[src/rtl/vga_pkg.sv]
// Shared 640x480@60Hz raster constants and the coordinate type used by the
// timing generator, colour mapper and motion logic.
package vga_pkg;

    typedef logic [9:0] coord_t;

    localparam int CLK_DIV   = 2;
    localparam int H_VISIBLE = 640;
    localparam int H_FP      = 16;
    localparam int H_SYNC    = 96;
    localparam int H_BP      = 48;
    localparam int V_VISIBLE = 480;
    localparam int V_FP      = 10;
    localparam int V_SYNC    = 2;
    localparam int V_BP      = 33;

    localparam int H_TOTAL  = H_VISIBLE + H_FP + H_SYNC + H_BP;
    localparam int V_TOTAL  = V_VISIBLE + V_FP + V_SYNC + V_BP;
    localparam int HS_START = H_VISIBLE + H_FP;
    localparam int HS_END   = HS_START + H_SYNC - 1;
    localparam int VS_START = V_VISIBLE + V_FP;
    localparam int VS_END   = VS_START + V_SYNC - 1;

endpackage

[src/rtl/vga_pix_div.sv]
// Pixel-enable divider: pix_en_o pulses once every DIV clocks, and vga_clk_o
// is the registered high half of the divider phase.
module vga_pix_div
    import vga_pkg::*;
#(
    parameter int DIV = CLK_DIV
) (
    input  logic Clk,
    input  logic Reset_n,
    output logic pix_en_o,
    output logic vga_clk_o
);

    localparam int DW = (DIV > 1) ? $clog2(DIV) : 1;

    logic [DW-1:0] div_q, div_d;
    logic          vga_clk_q, vga_clk_d;

    always_comb begin
        pix_en_o  = (div_q == DW'(DIV - 1));
        div_d     = pix_en_o ? '0 : div_q + 1'b1;
        vga_clk_d = (div_d >= DW'(DIV / 2));
    end

    always_ff @(posedge Clk or negedge Reset_n) begin
        if (!Reset_n) begin
            div_q     <= '0;
            vga_clk_q <= 1'b0;
        end else begin
            div_q     <= div_d;
            vga_clk_q <= vga_clk_d;
        end
    end

    assign vga_clk_o = vga_clk_q;

endmodule

[src/rtl/vga_timing_gen.sv]
// VGA raster timing: pixel counters, sync decode and a one-pixel output stage
// that aligns colour with HS/VS/BLANK_N, plus the frame tick at vertical blank.
module vga_timing_gen
    import vga_pkg::coord_t;
#(
    parameter int CLK_DIV   = vga_pkg::CLK_DIV,
    parameter int H_VISIBLE = vga_pkg::H_VISIBLE,
    parameter int H_FP      = vga_pkg::H_FP,
    parameter int H_SYNC    = vga_pkg::H_SYNC,
    parameter int H_BP      = vga_pkg::H_BP,
    parameter int V_VISIBLE = vga_pkg::V_VISIBLE,
    parameter int V_FP      = vga_pkg::V_FP,
    parameter int V_SYNC    = vga_pkg::V_SYNC,
    parameter int V_BP      = vga_pkg::V_BP
) (
    input  logic       Clk,
    input  logic       Reset_n,
    input  logic [7:0] Red,
    input  logic [7:0] Green,
    input  logic [7:0] Blue,
    output coord_t     DrawX,
    output coord_t     DrawY,
    output logic       VGA_CLK,
    output logic       VGA_HS,
    output logic       VGA_VS,
    output logic       VGA_BLANK_N,
    output logic [7:0] VGA_R,
    output logic [7:0] VGA_G,
    output logic [7:0] VGA_B,
    output logic       frame_start
);

    localparam coord_t H_LAST   = coord_t'(H_VISIBLE + H_FP + H_SYNC + H_BP - 1);
    localparam coord_t V_LAST   = coord_t'(V_VISIBLE + V_FP + V_SYNC + V_BP - 1);
    localparam coord_t H_VIS    = coord_t'(H_VISIBLE);
    localparam coord_t V_VIS    = coord_t'(V_VISIBLE);
    localparam coord_t HS_FIRST = coord_t'(H_VISIBLE + H_FP);
    localparam coord_t HS_LAST  = coord_t'(H_VISIBLE + H_FP + H_SYNC - 1);
    localparam coord_t VS_FIRST = coord_t'(V_VISIBLE + V_FP);
    localparam coord_t VS_LAST  = coord_t'(V_VISIBLE + V_FP + V_SYNC - 1);

    logic       pix_en;
    logic       line_wrap;
    logic       visible;
    coord_t     hc_q, hc_d, vc_q, vc_d;
    logic       hs_q, hs_d, vs_q, vs_d, blank_n_q, blank_n_d, frame_q, frame_d;
    logic [7:0] r_q, r_d, g_q, g_d, b_q, b_d;

    vga_pix_div #(.DIV(CLK_DIV)) u_pix_div (
        .Clk       (Clk),
        .Reset_n   (Reset_n),
        .pix_en_o  (pix_en),
        .vga_clk_o (VGA_CLK)
    );

    // >= rather than == so a corrupted counter still returns to 0.
    assign line_wrap = (hc_q >= H_LAST);
    assign visible   = (hc_q < H_VIS) && (vc_q < V_VIS);

    always_comb begin
        hc_d      = hc_q;
        vc_d      = vc_q;
        hs_d      = hs_q;
        vs_d      = vs_q;
        blank_n_d = blank_n_q;
        r_d       = r_q;
        g_d       = g_q;
        b_d       = b_q;
        frame_d   = 1'b0;
        if (pix_en) begin
            if (line_wrap) begin
                hc_d = '0;
                vc_d = (vc_q >= V_LAST) ? '0 : vc_q + 1'b1;
            end else begin
                hc_d = hc_q + 1'b1;
            end
            hs_d      = ~((hc_q >= HS_FIRST) && (hc_q <= HS_LAST));
            vs_d      = ~((vc_q >= VS_FIRST) && (vc_q <= VS_LAST));
            blank_n_d = visible;
            r_d       = visible ? Red   : 8'h00;
            g_d       = visible ? Green : 8'h00;
            b_d       = visible ? Blue  : 8'h00;
            frame_d   = line_wrap && (vc_d == V_VIS);
        end
    end

    always_ff @(posedge Clk or negedge Reset_n) begin
        if (!Reset_n) begin
            hc_q      <= '0;
            vc_q      <= '0;
            hs_q      <= 1'b1;
            vs_q      <= 1'b1;
            blank_n_q <= 1'b0;
            r_q       <= 8'h00;
            g_q       <= 8'h00;
            b_q       <= 8'h00;
            frame_q   <= 1'b0;
        end else begin
            hc_q      <= hc_d;
            vc_q      <= vc_d;
            hs_q      <= hs_d;
            vs_q      <= vs_d;
            blank_n_q <= blank_n_d;
            r_q       <= r_d;
            g_q       <= g_d;
            b_q       <= b_d;
            frame_q   <= frame_d;
        end
    end

    assign DrawX       = hc_q;
    assign DrawY       = vc_q;
    assign VGA_HS      = hs_q;
    assign VGA_VS      = vs_q;
    assign VGA_BLANK_N = blank_n_q;
    assign VGA_R       = r_q;
    assign VGA_G       = g_q;
    assign VGA_B       = b_q;
    assign frame_start = frame_q;

endmodule

[config.mk]
export PLATFORM = sky130hd
export DESIGN_NAME = vga_timing_gen
export DESIGN_NICKNAME = d
export VERILOG_FILES = /design/src/rtl/vga_pkg.sv /design/src/rtl/vga_pix_div.sv /design/src/rtl/vga_timing_gen.sv
export SDC_FILE = /design/constraint.sdc
export NUM_CORES = 1
export LEC_CHECK = 0
export BUFFER_PORTS_ARGS = -buffer_cell sky130_fd_sc_hd__buf_4
export CORE_MARGIN = 2
export CORE_UTILIZATION = 45
export CTS_CLUSTER_DIAMETER = 30
export DETAILED_ROUTE_END_ITERATION = 10
export PLACE_DENSITY = 0.72
export SYNTH_ARGS = -nofsm -noshare
export SYNTH_HDL_FRONTEND = slang
export SYNTH_SLANG_ARGS = --single-unit
[constraint.sdc]
create_clock -name Clk -period 4.6 [get_ports Clk]
set_input_delay 0.23 -clock Clk [delete_from_list [all_inputs] [get_ports Clk]]
set_output_delay 0.23 -clock Clk [all_outputs]
set_load 0.005 [all_outputs]
After elaboration in Yosys (flattened, before gate mapping):

Index checks and enable logic that the tools add are counted.

* bits in registers: 50
* latch bits: 0
* memory bits (writable): 0
* ROM bits: 0
* logic and storage cells: 39
* memories: 0

* add/subtract/negate cells: 3
* $mul: 0
* div/mod/pow operators: 0
* order comparisons: 9
* eq/ne operators: 1
* shift operators: 0
* mux-type cells: 9
* bitwise logic cells: 2
* reductions and logical operators: 4

Operators with widths (number)
* $mux 10: 4
* $ge 10x10->1 const B: 3
* $mux 8: 3
* $add 10x1->10 const B: 2
* $eq 10x9->1 const B: 1
* $ge 10x9->1 const B: 1
* $le 10x10->1 const B: 1
* $le 10x9->1 const B: 1
* $lt 10x10->1 const B: 1
* $lt 10x9->1 const B: 1
* $logic_and 1x1->1: 4
* $mux 1: 2
* $not 1->1: 2
* $add 1x1->1 const B: 1
* $ge 1x1->1 const B: 1

Longest topological paths before layout:

Gate-level depths: netlist (run 1).

* depth in word-level cells: 7
* mapped depth: 8

Cells and area by module:

Synthesis (run 1) repeated with hierarchy kept, for this count alone.

* cells, all modules: 220
* area, all modules: 2319.7 um^2

Modules (own cells, without submodules)
* vga_timing_gen: times used 1, cells an instance 217, area an instance 2283.4 um^2, seq. area each 1203.7 um^2
* vga_pix_div: times used 1, cells an instance 3, area an instance 36.3 um^2, seq. area each 25.0 um^2

Worst setup path after synthesis (run 1):

OpenSTA, ideal clock, no wires.

* path type: register to register
* start: register hc_q[0] (netlist: DrawX[0])
* end: register frame_q (netlist: frame_start)
* library setup time: 87 ps
* arrival time: 1763 ps
* slack: 2750 ps
* stages on the path, launching flop included: 8
* buffers on the path: 1
* clock period less this slack: 1850 ps
* cell sequence: dfrtp_1 -> ha_1 -> and4_1 -> buf_4 -> o2111ai_4 -> nand4_1 -> o2bb2a_2 -> a211oi_2

* word-level cells in the longest chain between the ends: 6

RTL lines
* start, declared: RTL line vga_timing_gen.sv:45 `coord_t hc_q, hc_d, vc_q, vc_d;`
* start signal, assigned: RTL line vga_timing_gen.sv:89 `hc_q <= '0;`
* start signal, assigned: RTL line vga_timing_gen.sv:99 `hc_q <= hc_d;`
* $ge 10x10->1 *: RTL line vga_timing_gen.sv:57 `assign line_wrap = (hc_q >= H_LAST);`
* $mux 10: RTL line vga_timing_gen.sv:71 `if (line_wrap) begin`
* $mux 10: RTL line vga_timing_gen.sv:70 `if (pix_en) begin`
* $eq 10x9->1: RTL line vga_timing_gen.sv:83 `frame_d = line_wrap && (vc_d == V_VIS);`
* $logic_and 1x1->1 *: RTL line vga_timing_gen.sv:83
* $mux 1 *: RTL line vga_timing_gen.sv:70
* via frame_d: RTL line vga_timing_gen.sv:46 `logic hs_q, hs_d, vs_q, vs_d, blank_n_q, blank_n_d, frame_q, frame_d;`
* end signal, assigned: RTL line vga_timing_gen.sv:107 `frame_q <= frame_d;`
* end, declared: RTL line vga_timing_gen.sv:46

The timed path passes the listed nets; every way through them passes the cells marked *. The select of a mux whose other input is x is not followed.
A chain may end at the register's enable or synchronous reset.

==> flow_summary_export.csv, run 1 <==
group,metric,value,unit
sta,finalCriticalPeriod,2720,ps
placed_design,dpl-instance-area,2990,sq um
die,row_count,26,
cts,hold_buffers,1,
layout,stdcell_area,3090,sq um
die,fp.dieW,77.2,microns
synth,synthMuxAreaShare,0.416,%
cts,clk_latency,290,ps
sta,slew_viol_final,0,
power,finalPower,737,uW
worst_hold_path,min_path_type,"in2reg",
cts,cts_buffer_depth,2,
synth,postSynthCellCount,230,
synth,synth_top_family_by_area,"compound AO/OA/AOI/OAI gates",
drt,post_drt_wl_per_cell,15.2,microns
die,core_area,5140,sq um
grt,grt_pass1_vias,1934,
die,dieArea,5950,sq um
sta,setup_viol,0,
critical_path,rr_worst_depth,4,
cts,h-tree-depth,2,
critical_path,ff2ff_setup_slack,1880,ps
critical_path,arrival,2960,ps
die,die_y,77.2,microns
synth,synth_flop_cell,"dfrtp_1",
layout,finalNonFillerCells,369,
grt,grt_use_total,19.5,%
placed_design,gp_congestion,0.833,
synth,async_flop_share,100,%
sta,fmax,0.367,GHz
power,leakagePower,1.46,nW
critical_path,path_max_fanout,33,
sta,slew_headroom,31.6,%
drt,dr.pass1.iters,4,
die,start_util,46.9,%
critical_path,worstSetupStartpointType,"flop",
drt,vias_per_cell,5.54,
flow_run,cap_viol_max_count,0,
drt,ant_nets,0,
layout,nets,328,
synth,synth_cell_types,49,
power,peakVddDrop,0.179,mV
synth,yosys_register_bits,49,
synth,synth_adder_area_share,2.08,%
synth,yosys_warnings,0,
sta,rsz0062_at_grt,"false",
synth,avgSynthCellArea,10.5,sq um
grt,grt_max_degree,50,
synth,synth_compound_area_share,25.2,%
layout,antennaDiodeCount,0,
worst_hold_path,hp-start,"Green[4]",
synth,yosysSeqAreaShare,51.0,%
critical_path,crit_required,4830,ps
cts,ctsResizeCount,0,
power,powerDensity,239,nW/um^2
critical_path,r2r-end,"VGA_R[4]$_DFFE_PN0P_",
cts,path_clk_slew,80,ps
sta,worstMarginPinSlew,1020,ps
cts,cts_num_sinks,49,
grt,grt_overflow_total,0,
layout,layout_common_cells,"buf_4 (75), dfrtp_1 (47), a22o_1 (25)",
critical_path,critPathCaptureType,"flop",
run_status,status,"completed",
critical_path,critPathKind,"reg2reg",
synth,synth-xor-area-share,0.727,%
sta,clock_skew,5.22,ps
drt,drt_iter0_drc,124,
grt,grt_pass1_wl,9.29,mm
sta,setup_tns,0,ps
layout,areaGrowthSynthToFinish,28.2,%
cts,cts_tree,"built",
layout,drive_above_1_share,32.1,%
layout,layout_commonest_cell,"buf_4",
synth,syn-num-nets,260,
placed_design,io_buffers,74,
drt,routed_wl,5.61,mm
synth,synthSimpleGateAreaFrac,16.4,%
worst_hold_path,hold_depth,2,
worst_hold_path,hold_end,"VGA_G[4]$_DFFE_PN0P_",
synth,synth_edf_count,0,
die,io_pins,75,
critical_path,r2r-start,"u_pix_div.pix_en_o$_DFF_PN0_",
grt,antenna_found_initial,0,
synth,netlist_area,2410,sq um
cts,cts_buffers,5,
placed_design,placed_cells,360,
layout,nFillCells,476,
cts,cts_setup_buffers,0,
sta,hold_viol,0,
drt,via_count,2043,
sta,finalCritPeriodShare,59.2,%
placed_design,dpl.hpwl,3.98,mm
drt,drcViolationCount,0,
cts,root_buffer,"clkbuf_8",
critical_path,critPathLaunch,"u_pix_div.pix_en_o$_DFF_PN0_",
==> critical path, cell delays in order (launching register included) <==
cell and delay, ps:
dfrtp_1 790, inv_1 660, nor4_4 750, buf_4 300
a22o_1 140
==> kinds of logic (layout without fill, tap and decap cells) <==
| logic type | Yosys count | in the layout |
|---|---|---|
| xor+xnor | 2 | 2 |
| fa+ha+maj | 4 | 4 |
| mux | 1 | 1 |
| flops | 49 | 49 |
| buf+inv | 22 | 91 |
| simple gates | 72 | 72 |
| compound gates | 80 | 80 |
==> per-layer routing <==
metal  vias up  track usage, %  part of all wire (%)
li1        996               -                     -
met1       987            26.6                    46
met2        55            30.6                    47
met3         5            5.29                   5.6
met4         0            5.36                  0.94
met5         -               0                     0
==> how the worst max path moves through the flow <==
stage,end,slack [ps]
floorplan,frame_start$_DFF_PN0_,2750
global placement,VGA_B[6]$_DFFE_PN0P_,1990
detailed placement,VGA_R[4]$_DFFE_PN0P_,1900
CTS,VGA_R[4]$_DFFE_PN0P_,1890
global route,VGA_G[0]$_DFFE_PN0P_,1690
finish,VGA_R[4]$_DFFE_PN0P_,1880
==> layout make-up <==
| cell class | count | area, sq um | area share (%) |
|---|---|---|---|
| well taps | 70 | 87.6 | 2.84 |
| clock buffers | 7 | 76.3 | 2.47 |
| inverters | 7 | 26.3 | 0.851 |
| multi-input cells | 159 | 1090 | 35.2 |
| repair buffers | 76 | 573 | 18.6 |
| clock inverters | 1 | 7.51 | 0.243 |
| flip-flops and latches | 49 | 1230 | 39.8 |
==> sequential cells by signal, indices dropped and copies added (netlist names) <==
register and count:
DrawX 10, DrawY 10, VGA_B 8, VGA_BLANK_N 1
VGA_G 8, VGA_HS 1, VGA_R 8, VGA_VS 1
frame_start 1, u_pix_div.pix_en_o 1
==> synthesized netlist by cell type, types with 3 or more instances <==
cell	number	share of area, %
and3_1	5	1.3
nand4_1	5	1.3
clkbuf_1	9	1.4
nand3_1	12	2.5
a21o_1	4	1.2
o21ai_0	21	4.4
a22o_1	25	9.1
ha_1	4	2.1
nor2_1	14	2.2
and2_1	4	1.0
a21oi_1	7	1.5
inv_1	7	1.1
a31oi_1	5	1.3
nand2_1	11	1.7
nor4_1	3	0.78
nor3_1	7	1.5
dfrtp_1	47	49
buf_2	3	0.62
==> per-stage QoR <==
stage          util [%]  setup slack [ps]  hold slack [ps]
2_1_floorplan         -              2750            -65.6
3_3_place_gp       58.2              1990              279
3_5_place_dp       58.2              1900              282
4_1_cts            60.1              1890              140
5_1_grt            60.1              1690              138
6_report           60.1              1880              149
==> power breakdown <==
group          internal (mW)  switching (mW)
combinational         0.0336          0.0183
clock                  0.108           0.130
sequential             0.441         0.00693
total                  0.582           0.155
(Power assumes the default switching activity.)
==> run 2: changes to the inputs <==
Settings changed: ABC_AREA set to 1.
Clock period 4.6 ns to 2.65 ns, I/O delays scaled along.
==> flow_summary_export.csv, run 2 <==
group,metric,value,unit
placed_design,placed_cells,437,
grt,grt_pass1_vias,2051,
placed_design,dpl.hpwl,3.87,mm
die,fp.dieW,77.0,microns
critical_path,crit_slowest_cell,"dfrtp_1",
synth,yosys-top-cells-area,"dfrtp_1 (49%), nand2_1 (11%), inv_1 (8.3%), o21ai_0 (8.1%), nand3_1 (4.0%)",
cts,cts_setup_buffers,0,
cts,cts_tree,"built",
cts,cts_buffers,5,
synth,yosysMostFrequentCell,"nand2_1",
cts,path_clk_slew,100,ps
run_status,status,"completed",
critical_path,worstPathCellList,"ha_1, nand2_1, nor2_1, nor2_1, nor2_2, nand3_1, nand3_1, nand4_1, nor2_1",
drt,via_count,2157,
critical_path,ff2ff_setup_slack,670,ps
cts,cts_num_sinks,49,
grt,grt_use_total,19.1,%
grt,grt_max_degree,50,
die,die_y,77.0,microns
layout,finalNonFillerCells,446,
synth,yosys.area.top_type,"dfrtp_1",
synth,yosys_warnings,0,
critical_path,critPathCaptureType,"flop",
grt,grt_pass1_wl,9.25,mm
layout,layout_common_cells,"buf_4 (77), nand2_1 (71), inv_1 (53)",
sta,setup_viol,0,
synth,async_flop_share,100,%
placed_design,io_buffers,74,
sta,rsz0062_at_grt,"false",
placed_design,dpl-instance-area,3020,sq um
synth,postSynthCellCount,299,
layout,drive_above_1_share,25.8,%
synth,synth.top_cell.area_share,49.0,%
critical_path,cp.depth,9,
critical_path,cpMostUsedCell,"nor2_1",
cts,root_buffer,"clkbuf_8",
drt,ant_nets,0,
drt,vias_per_cell,4.84,
grt,antenna_found_initial,0,
drt,drt_iter0_drc,160,
synth,yosys_register_bits,49,
drt,dr.pass1.iters,4,
layout,stdcell_area,3120,sq um
synth,synth_cell_types,27,
power,powerDensity,424,nW/um^2
critical_path,slowest_delay,400,ps
power,leakagePower,1.59,nW
critical_path,r2r-start,"DrawX[1]$_DFFE_PN0P_",
critical_path,rr_worst_depth,9,
die,start_util,46.7,%
synth,netlist_area,2400,sq um
sta,setup_tns,0,ps
flow_run,cap_viol_max_count,0,
critical_path,critPathKind,"reg2reg",
drt,drcViolationCount,0,
synth,synth_flop_cell,"dfrtp_1",
synth,yosysSeqAreaShare,51.2,%
critical_path,arrival,2210,ps
power,peakVddDrop,0.277,mV
worst_hold_path,min_path_type,"in2reg",
synth,yosys-top-cells-count,"nand2_1 (71), inv_1 (53), dfrtp_1 (47), o21ai_0 (39), nand3_1 (19)",
cts,ctsResizeCount,0,
critical_path,critPathTopFamily,"simple AND/OR/NAND/NOR gates",
sta,clock_skew,5.19,ps
critical_path,r2r-end,"frame_start$_DFF_PN0_",
cts,cts_buffer_depth,2,
sta,slew_headroom,60.2,%
sta,slew_viol_final,0,
layout,antennaDiodeCount,0,
die,io_pins,75,
cts,clk_latency,300,ps
critical_path,critPathLaunch,"DrawX[1]$_DFFE_PN0P_",
drt,routed_wl,5.33,mm
die,core_area,5140,sq um
cts,h-tree-depth,2,
sta,finalCritPeriodShare,74.6,%
layout,layout_commonest_cell,"buf_4",
placed_design,gp_congestion,0.828,
power,finalPower,1.33,mW
synth,synth_edf_count,0,
die,dieArea,5930,sq um
layout,final_core_util,60.8,%
layout,nets,405,
drt,post_drt_wl_per_cell,11.9,microns
sta,worstMarginPinSlew,597,ps
grt,grt_overflow_total,0,
critical_path,worstSetupStartpointType,"flop",
sta,finalCriticalPeriod,1980,ps
sta,fmax,0.506,GHz
die,row_count,26,
synth,syn-num-nets,329,
critical_path,crit_required,2890,ps
synth,avgSynthCellArea,8.03,sq um
layout,areaGrowthSynthToFinish,30.2,%
critical_path,path_max_fanout,13,
layout,nFillCells,497,
sta,hold_viol,0,
critical_path,crit_buf_inv,0,
critical_path,cp-endpoint,"frame_start$_DFF_PN0_",
[run 2: what timing repair did]
item,4_1_cts,5_1_grt
endpoints found under the setup margin,0,0
endpoints found under the hold margin,47,0
hold buffers,1,0
[run 2: tightest hold or removal path, delay by kind of cell]
kind / cells / cell delay (ps)
compound gates: 1 / 70
buf+inv: 2 / 140
[run 2: logic make-up after synthesis]
family                   synth area share (%)
AO/OA/AOI/OAI                            10.6
XOR/XNOR                                 1.10
adder cells (fa/ha/maj)                  2.09
buffers and inverters                    10.3
flip-flops                               51.2
AND/OR/NAND/NOR                          24.7
[run 2: layout make-up]
type	count	area [sq um]	area share, %
Multi-Input combinational cell	187	923	29.6
Tap cell	70	87.6	2.80
Clock buffer	5	68.8	2.20
Timing Repair Buffer	78	588	18.8
Inverter	54	203	6.49
Clock inverter	3	25.0	0.801
Sequential cell	49	1230	39.3
[run 2: stage by stage]
stage	setup slack, ps	hold slack (ps)
detailed placement	706	188
global placement	784	187
global route	486	75.6
CTS	671	59.2
floorplan	1170	-163
finish	673	74.8
[run 2: metal layers]
| layer | wire length [microns] | up-vias | GRT usage, % | share of wire (%) |
|---|---|---|---|---|
| li1 | - | 1091 | - | - |
| met1 | 2410 | 983 | 25.2 | 45 |
| met2 | 2400 | 71 | 29.6 | 45 |
| met3 | 394 | 12 | 5.41 | 7.4 |
| met4 | 124 | 0 | 8.39 | 2.3 |
| met5 | 0 | - | 0 | 0 |
[run 2: power by group]
| group | internal [mW] | switching, mW | total, mW |
|---|---|---|---|
| Clock | 0.193 | 0.268 | 0.461 |
| Combinational | 0.0526 | 0.0351 | 0.0877 |
| Sequential | 0.766 | 0.0109 | 0.777 |
[run 2: worst min path at each step]
| stage | startpoint | to | cells after the start |
|---|---|---|---|
| final | Blue[5] | VGA_B[5]$_DFFE_PN0P_ | 3 |
| after global placement | Reset_n | VGA_B[3]$_DFFE_PN0P_ | 1 |
| after global routing | Red[5] | VGA_R[5]$_DFFE_PN0P_ | 3 |
| after CTS | Blue[5] | VGA_B[5]$_DFFE_PN0P_ | 3 |
| after floorplan | Reset_n | DrawX[0]$_DFFE_PN0P_ | 0 |
| after detailed placement | Reset_n | VGA_B[3]$_DFFE_PN0P_ | 1 |
